`config.mk`:
```
export PLATFORM = sky130hd
export DESIGN_NAME = seq_detect_param
export DESIGN_NICKNAME = d
export VERILOG_FILES = /design/src/rtl/seq_pkg.sv /design/src/rtl/sat_counter.sv /design/src/rtl/seq_detect_param.sv
export SDC_FILE = /design/constraint.sdc
export NUM_CORES = 1
export LEC_CHECK = 0
export BUFFER_PORTS_ARGS = -buffer_cell sky130_fd_sc_hd__buf_4
export CORE_MARGIN = 4
export CORE_UTILIZATION = 45
export DETAILED_ROUTE_END_ITERATION = 12
export PLACE_DENSITY = 0.72
export SLEW_MARGIN = 10
export SYNTH_ARGS = -nofsm -noshare
export SYNTH_HDL_FRONTEND = slang
export SYNTH_HIERARCHICAL = 1
export SYNTH_SLANG_ARGS = --single-unit
```
`constraint.sdc`:
```
create_clock -name clk -period 1.9 [get_ports clk]
set_input_delay 0.19 -clock clk [delete_from_list [all_inputs] [get_ports clk]]
set_output_delay 0.19 -clock clk [all_outputs]
set_load 0.02 [all_outputs]
```
`src/rtl/seq_pkg.sv`:
```
// Shared types and elaboration-time helpers for the parameterised sequence detector.
package seq_pkg;

    localparam int MAX_W = 16;

    typedef logic [4:0] len_t;
    typedef len_t [MAX_W:0] border_tab_t;

    function automatic int state_w(input int pat_w);
        return $clog2(pat_w);
    endfunction

    // Bit j of the result is the j-th received bit of the pattern (MSB of pat first).
    function automatic logic [MAX_W:0] reverse_pat(input logic [MAX_W-1:0] pat, input int pat_w);
        logic [MAX_W:0] rev;
        rev = '0;
        for (int i = 0; i < MAX_W; i++) begin
            if (i < pat_w) rev[i] = pat[pat_w-1-i];
            else rev[i] = 1'b0;
        end
        return rev;
    endfunction

    // KMP failure table: entry k is the longest proper border of the k-bit prefix.
    function automatic border_tab_t border_table(input logic [MAX_W:0] rev, input int pat_w);
        border_tab_t tab;
        int k;
        tab = '0;
        k = 0;
        for (int i = 1; i < pat_w; i++) begin
            while (k > 0 && rev[i] != rev[k]) k = int'(tab[k]);
            if (rev[i] == rev[k]) k++;
            else k = k;
            tab[i+1] = len_t'(k);
        end
        return tab;
    endfunction

endpackage

```
`src/rtl/sat_counter.sv`:
```
// Saturating event counter with synchronous clear; sat flags the all-ones value.
module sat_counter #(
    parameter int CNT_W = 8
) (
    input  logic             clk,
    input  logic             rst,
    input  logic             clr,
    input  logic             inc,
    output logic [CNT_W-1:0] cnt,
    output logic             sat
);

    localparam logic [CNT_W-1:0] CNT_MAX = '1;

    logic [CNT_W-1:0] cnt_r;

    // Count register: clear wins, then increment only below the ceiling.
    always_ff @(posedge clk or negedge rst) begin
        if (!rst) cnt_r <= '0;
        else if (clr) cnt_r <= '0;
        else if (inc && (cnt_r != CNT_MAX)) cnt_r <= cnt_r + {{(CNT_W-1){1'b0}}, 1'b1};
        else cnt_r <= cnt_r;
    end

    assign cnt = cnt_r;
    assign sat = (cnt_r == CNT_MAX);

endmodule

```
`src/rtl/seq_detect_param.sv`:
```
// Serial pattern detector: KMP-style matched-length state with one-cycle registered pulse.
module seq_detect_param
    import seq_pkg::*;
#(
    parameter int             PAT_W   = 4,
    parameter logic [PAT_W-1:0] PATTERN = 4'b1111,
    parameter int             OVERLAP = 1,
    parameter int             CNT_W   = 8
) (
    input  logic             clk,
    input  logic             rst,
    input  logic             in,
    input  logic             en,
    input  logic             clr,
    output logic             out,
    output logic [CNT_W-1:0] cnt,
    output logic             sat
);

    localparam int               SW      = state_w(PAT_W);
    localparam logic [MAX_W-1:0] PAT_EXT = MAX_W'(PATTERN);
    localparam logic [MAX_W:0]   PAT_REV = reverse_pat(PAT_EXT, PAT_W);
    localparam border_tab_t      TAB     = border_table(PAT_REV, PAT_W);
    localparam len_t             BORDER  = TAB[PAT_W];
    localparam len_t             FULL    = len_t'(PAT_W);

    logic [SW-1:0] m_r;
    logic [SW-1:0] m_next_s;
    logic          out_r;
    len_t          k_s;
    len_t          ext_s;
    logic          hit_s;

    // State register: matched length and the registered detect pulse.
    always_ff @(posedge clk or negedge rst) begin
        if (!rst) begin
            m_r   <= '0;
            out_r <= 1'b0;
        end else begin
            m_r   <= m_next_s;
            out_r <= hit_s;
        end
    end

    // Next state: fall back through the border table until in extends the prefix.
    always_comb begin
        k_s = len_t'(m_r);
        for (int i = 0; i < PAT_W; i++) begin
            if (k_s != 5'd0 && PAT_REV[k_s] != in) k_s = TAB[k_s];
            else k_s = k_s;
        end
        if (PAT_REV[k_s] == in) ext_s = k_s + 5'd1;
        else ext_s = k_s;

        m_next_s = m_r;
        if (clr) m_next_s = '0;
        else if (!en) m_next_s = m_r;
        else if (ext_s == FULL) m_next_s = (OVERLAP != 0) ? SW'(BORDER) : '0;
        else m_next_s = SW'(ext_s);
    end

    // Output: a full match on an accepted, non-cleared bit.
    always_comb begin
        hit_s = 1'b0;
        if (en && !clr && (ext_s == FULL)) hit_s = 1'b1;
        else hit_s = 1'b0;
    end

    sat_counter #(
        .CNT_W(CNT_W)
    ) u_cnt (
        .clk(clk),
        .rst(rst),
        .clr(clr),
        .inc(hit_s),
        .cnt(cnt),
        .sat(sat)
    );

    assign out = out_r;

endmodule

```
==> results of run 1 <==
layout make-up:
| type | instances | area, µm² | share of cell area, % |
|---|---|---|---|
| multi-input combinational | 48 | 404 | 45.7 |
| sequential | 11 | 275 | 31.1 |
| timing repair buffer | 20 | 156 | 17.7 |
| clock buffer | 4 | 26.3 | 2.97 |
| tap | 15 | 18.8 | 2.12 |
| inverter | 1 | 3.75 | 0.424 |
per-layer routing:
metal  track usage, %  wire [µm]
met3             3.98         62
met5                0          0
met4             11.1         37
met1             21.9        743
met2             27.7        747
path summary, 6_finish.rpt:
check,from,to,slack (ns)
max,m_r[0],u_cnt/cnt[7],0.000003
min,en,m_r[0],0.20
max reg2reg,m_r[0],u_cnt/cnt[7],0.000003
min reg2reg,u_cnt/cnt[5],u_cnt/cnt[5],0.59
max in group asynchronous,rst,m_r[1],1.45
min in group asynchronous,rst,u_cnt/cnt[2],0.30
cells by family (layout without fill, tap and decap cells):
logic type	after synthesis	count (layout)	share of synthesized area, %
AO/OA/AOI/OAI	15	15	16.8
multiplexers	4	4	7.41
AND/OR/NAND/NOR	27	27	26.5
adder cells (fa/ha/maj)	2	2	4.01
buffers and inverters	2	25	1.20
flip-flops	11	11	44.1
registers in the layout (all words and copies together), names as in the netlist:
signal	cells
m_r	2
out	1
u_cnt/cnt	8
worst max-delay path, cell delays in order (launching register included):
cell                       delay (ns)
sky130_fd_sc_hd__dfrtp_1         0.38
sky130_fd_sc_hd__and2_4          0.15
sky130_fd_sc_hd__ha_4            0.23
sky130_fd_sc_hd__nand2b_4        0.15
sky130_fd_sc_hd__nor2_4          0.14
sky130_fd_sc_hd__nand4_1         0.17
sky130_fd_sc_hd__nor3_2          0.25
sky130_fd_sc_hd__mux2_4          0.32
power by group:
group          internal [W]   total, W  switching [W]
Combinational     0.0000162  0.0000333      0.0000172
Sequential         0.000235   0.000236    0.000000799
Clock             0.0000809   0.000158      0.0000773
Total              0.000332   0.000428      0.0000953
cells in the mapped netlist, types with 3 or more instances:
| library cell | n |
|---|---|
| sky130_fd_sc_hd__a211oi_1 | 4 |
| sky130_fd_sc_hd__a21oi_1 | 3 |
| sky130_fd_sc_hd__a31oi_1 | 3 |
| sky130_fd_sc_hd__dfrtp_1 | 11 |
| sky130_fd_sc_hd__nand2_1 | 3 |
| sky130_fd_sc_hd__nand2b_1 | 3 |
| sky130_fd_sc_hd__nand3_1 | 3 |
| sky130_fd_sc_hd__nor2b_1 | 3 |
repair_timing:
action,4_1_cts,5_1_grt
hold endpoints to repair,11,0
gates resized for setup,3,7
buffers inserted,0,3
pin swaps,2,6
hold buffers,1,0
endpoints found under the setup margin,4,6
through the flow:
step           total power [W]  utilization, %  std cells
3_3_place_gp          0.000266            59.5         91
4_1_cts               0.000427            63.6         96
6_report              0.000428            68.0         99
3_5_place_dp          0.000267            59.5         91
5_1_grt               0.000450            68.0         99
2_1_floorplan         0.000251               -         61
==> flow_summary.toml, run 1 <==
[clock_network]
tritoncts_clock_tree = "built"
later_pin_clock_latency_in_the_skew_report_ns = 0.26
path_clk_slew_ns = 0.07
clock_sinks = 11
cts.htree.levels = 1
tritoncts_buffers = 3
clock_tree.buffer_depth = 2
cts-root-buf = "sky130_fd_sc_hd__clkbuf_4"

[routing]
wl_um = 1590
dr_total_vias = 575
post-route-drc-count = 0
antenna_violating_nets_post_route = 0
route.detailed.vias_per_inst = 5.81
initial_drc_count = 12
detailedRoute.firstPassIterationCount = 4
route.detailed.wl_per_inst_um = 16.1

[critical_path]
type_of_destination_of_the_critical_path = "flip-flop"
worstSetupStartpointType = "flip-flop"
worst-r2r-cell-count = 7
timing.critical_path.fanout_max = 4
path_class = "reg2reg"
critPathArrivalTime_ns = 2.05
crit_required_ns = 2.05

[run_status]
status = "completed"

[yosys]
syn_avg_cell_area_um2 = 10.2
synth.largest_area_cell = "sky130_fd_sc_hd__dfrtp_1"
synth.yosys.seq_area_share_pct = 44.1
synthesis.area_um2 = 624
postSynthNetCount = 68
synthFlopType = "sky130_fd_sc_hd__dfrtp_1"
postSynthCellCount = 61
synth.yosys.warnings = 6
synth_top_area_share_pct = 44.1
ffs_latches_synth = 11
distinct_cell_type_count_of_the_synthesized_netlist = 29
ys_async_sr_fraction_pct = 100
number_of_enable_flip_flop_cells_after_synthesis = 0
synth.area.top_cells = "sky130_fd_sc_hd__dfrtp_1, sky130_fd_sc_hd__a211oi_1, sky130_fd_sc_hd__ha_1"

[floorplanning]
initial_core_util_pct = 48.0
die_height_um = 45.3
floorplan.core_area_um2 = 1300
num_rows = 13
pin_count = 15
fp.dieW_um = 45.3
die_area_um2 = 2050

[cells_and_area]
final_common_cell = "sky130_fd_sc_hd__buf_4"
num-fill-cells = 114
layout_cell_share_with_drive_strength_beyond_1_pct = 45.2
design_area_um2 = 885
nets_finish = 92
layout_common_cells = "sky130_fd_sc_hd__buf_4, sky130_fd_sc_hd__dfrtp_1"
num_antenna_cells = 0
syn2layout_area_growth_pct = 41.7

[timing]
slew_viol_final = 0
worstMarginPinSlew_ns = 0.324
final.hold.worst_slack_ns = 0.203
worst_clock_skew_ns = 0.00343
achievable-frequency_mhz = 526
slew_headroom_pct = 78.3
fin_crit_sh_pct = 100
final_period_minus_worst_setup_slack_ns = 1.90
rsz0062_at_grt = "yes"
count_of_final_hold_check_violations = 0
report.final.setup_viol = 0
fin_setup_tns_ns = 0
final_worst_setup_slack_ns = 0.00000266

[job]
max-cap-violations = 0

[global_route]
globalRouteOverflowTotal = 0
grt_first_pass_wirelength_um = 2640
gr-usage-all-layers_pct = 17.7
antenna_found_initial = 0
pin_count_of_the_biggest_net_entering_global_routing = 15
grt_pass1_vias = 610

[place]
dpl_cell_area_um2 = 774
dp_hpwl_um = 1050
dp_worst_setup_slack_ns = -0.0588
finalWeightedCongestion = 0.809
placement.io_buffers = 14

[pwr]
ir_drop_v = 0.000429
power-per-cell-area_nw_per_um2 = 484
static-leakage-power_nw = 0.383

[worst_hold_path]
holdCritPathClass = "in2reg"
whs_path_depth = 2
Power figures use the tool's default switching activity.
==> inputs of run 2 (changes only) <==
CORE_UTILIZATION = 35   (was 45)
PLACE_DENSITY = unset   (was 0.72)
==> run 2 against run 1 <==
- sequential share of layout area increased by 1.0 points
- flip-flop and latch count is the same
- maximum frequency increased by 2.2%
- largest power group unchanged
- global-route usage fell by 5.3 points
- cell count rose by 7.1%
- register-to-register slack improved by 0.04 ns
- hold slack worse by 0.039 ns
- count of clock-buffer cells in the layout decreased by 1
==> flow_summary.toml, run 2 (synthesis gave the netlist of run 1 again) <==
[global_route]
globalRouteMet1Util_pct = 15.8
grt-busiest-layer = "met2"
groute.layer.met2.usage_pct = 18.0
globalRouteOverflowTotal = 0
pin_count_of_the_biggest_net_entering_global_routing = 15
grt_pass1_vias = 532
antenna_found_initial = 0
gr-usage-all-layers_pct = 12.4
met3_usage_pct = 6.21
grt_first_pass_wirelength_um = 2380

[floorplanning]
die_area_um2 = 2520
die_height_um = 50.2
fp.dieW_um = 50.2
pin_count = 15
floorplan.core_area_um2 = 1590
initial_core_util_pct = 39.2
num_rows = 14

[cells_and_area]
num_antenna_cells = 0
layout_cell_share_with_drive_strength_beyond_1_pct = 40.2
largest_register_ffs = 8
fin_cells = 106
layout_common_cells = "sky130_fd_sc_hd__buf_4, sky130_fd_sc_hd__dfrtp_1, sky130_fd_sc_hd__a211oi_1"
final_common_cell = "sky130_fd_sc_hd__buf_4"
syn2layout_area_growth_pct = 37.3
nets_finish = 90

[routing]
wl_um = 1430
route.detailed.vias_per_inst = 5.28
initial_drc_count = 11
post-route-drc-count = 0
antenna_violating_nets_post_route = 0
route.detailed.wl_per_inst_um = 13.4
detailedRoute.firstPassIterationCount = 4
dr_total_vias = 560

[critical_path]
timing.critical_path.max_delay_family = "simple AND/OR/NAND/NOR gates"
type_of_destination_of_the_critical_path = "flip-flop"
r2r_end = "u_cnt/cnt[7]"
critPathArrivalTime_ns = 2.03
critPathBufInv = 0
crit_chain = "and2_4, ha_4, nand2b_4, nor2_4, nand4_1, nor3_2, mux2_4"
cp_slowest_cell = "sky130_fd_sc_hd__dfrtp_1"
worstSetupStartpointType = "flip-flop"
timing.critical_path.fanout_max = 4
worst-r2r-cell-count = 7
path_class = "reg2reg"
crit_required_ns = 2.07
slowest_delay_ns = 0.38
regToRegStartpoint = "m_r[1]"
setup.reg_to_reg.worst_slack_ns = 0.04

[timing]
achievable-frequency_mhz = 538
rsz0062_at_grt = "yes"
final_period_minus_worst_setup_slack_ns = 1.86
slew_viol_final = 0
worst_clock_skew_ns = 0.00825
fin_crit_sh_pct = 97.9
slew_headroom_pct = 82.1
fin_setup_tns_ns = 0
final.hold.worst_slack_ns = 0.164
report.final.setup_viol = 0
count_of_final_hold_check_violations = 0
worstMarginPinSlew_ns = 0.267

[place]
dp_hpwl_um = 1010
placement.io_buffers = 14
dp_cells = 99
finalWeightedCongestion = 0.721

[worst_hold_path]
holdCritPathClass = "in2reg"
whs_path_depth = 2
worstHoldEndpoint = "m_r[0]"
hold_path_startpoint = "en"

[job]
max-cap-violations = 0

[clock_network]
clock_tree.buffer_depth = 2
tritoncts_buffers = 3
clock_sinks = 11
cts-root-buf = "sky130_fd_sc_hd__clkbuf_4"
path_clk_slew_ns = 0.07
tritoncts_clock_tree = "built"
cts.htree.levels = 1
later_pin_clock_latency_in_the_skew_report_ns = 0.28

[pwr]
ir_drop_v = 0.000355
static-leakage-power_nw = 0.371
power-per-cell-area_nw_per_um2 = 494

[run_status]
status = "completed"
==> run 2: per-layer routing <==
metal / vias up / wire (µm)
met5: - / 0
met4: 0 / 13
met3: 2 / 101
met2: 19 / 608
met1: 266 / 702
li1: 273 / -
==> run 2: power breakdown <==
part	switching (W)	internal [W]
combinational	0.0000154	0.0000139
sequential	0.00000112	0.000235
clock	0.0000799	0.0000781
total	0.0000964	0.000327
==> run 2: timing repair <==
| action | 4_1_cts | 5_1_grt |
|---|---|---|
| setup endpoints to repair | 2 | 5 |
| hold buffers | 1 | 0 |
| hold endpoints to repair | 11 | 0 |
| pin swaps | 2 | 3 |
| buffers inserted | 0 | 2 |
| gates resized for setup | 1 | 4 |
==> run 2: how the worst max path moves through the flow <==
stage / start / to / slack [ns] / depth (start not counted)
final: m_r[1] / u_cnt/cnt[7] / 0.04 / 7
after global routing: m_r[1] / u_cnt/cnt[7] / -0.04 / 7
after CTS: m_r[0] / u_cnt/cnt[6] / 0.02 / 8
after detailed placement: m_r[0] / u_cnt/cnt[7] / -0.03 / 7
after global placement: m_r[0] / u_cnt/cnt[7] / -0.002 / 7
after floorplan: m_r[0] / u_cnt/cnt[7] / 0.02 / 7
==> run 2: through the flow <==
| step | cell area (µm²) | utilization [%] | setup WS (ns) | power, W |
|---|---|---|---|---|
| 6_report | 857 | 53.8 | 0.0401 | 0.000424 |
| 5_1_grt | 857 | 53.8 | -0.0381 | 0.000449 |
| 4_1_cts | 821 | 51.5 | 0.0227 | 0.000430 |
| 3_5_place_dp | 778 | 48.8 | -0.0283 | 0.000267 |
| 3_3_place_gp | 778 | 48.8 | -0.00160 | 0.000267 |
| 2_1_floorplan | 639 | - | 0.0235 | 0.000251 |
==> run 2: cell type report <==
class	count	area, µm²
clock buffer	3	22.5
clock inverter	1	5.00
fill	150	737
inverter	1	3.75
multi-input combinational	48	383
sequential	11	275
tap	24	30.0
timing repair buffer	18	138
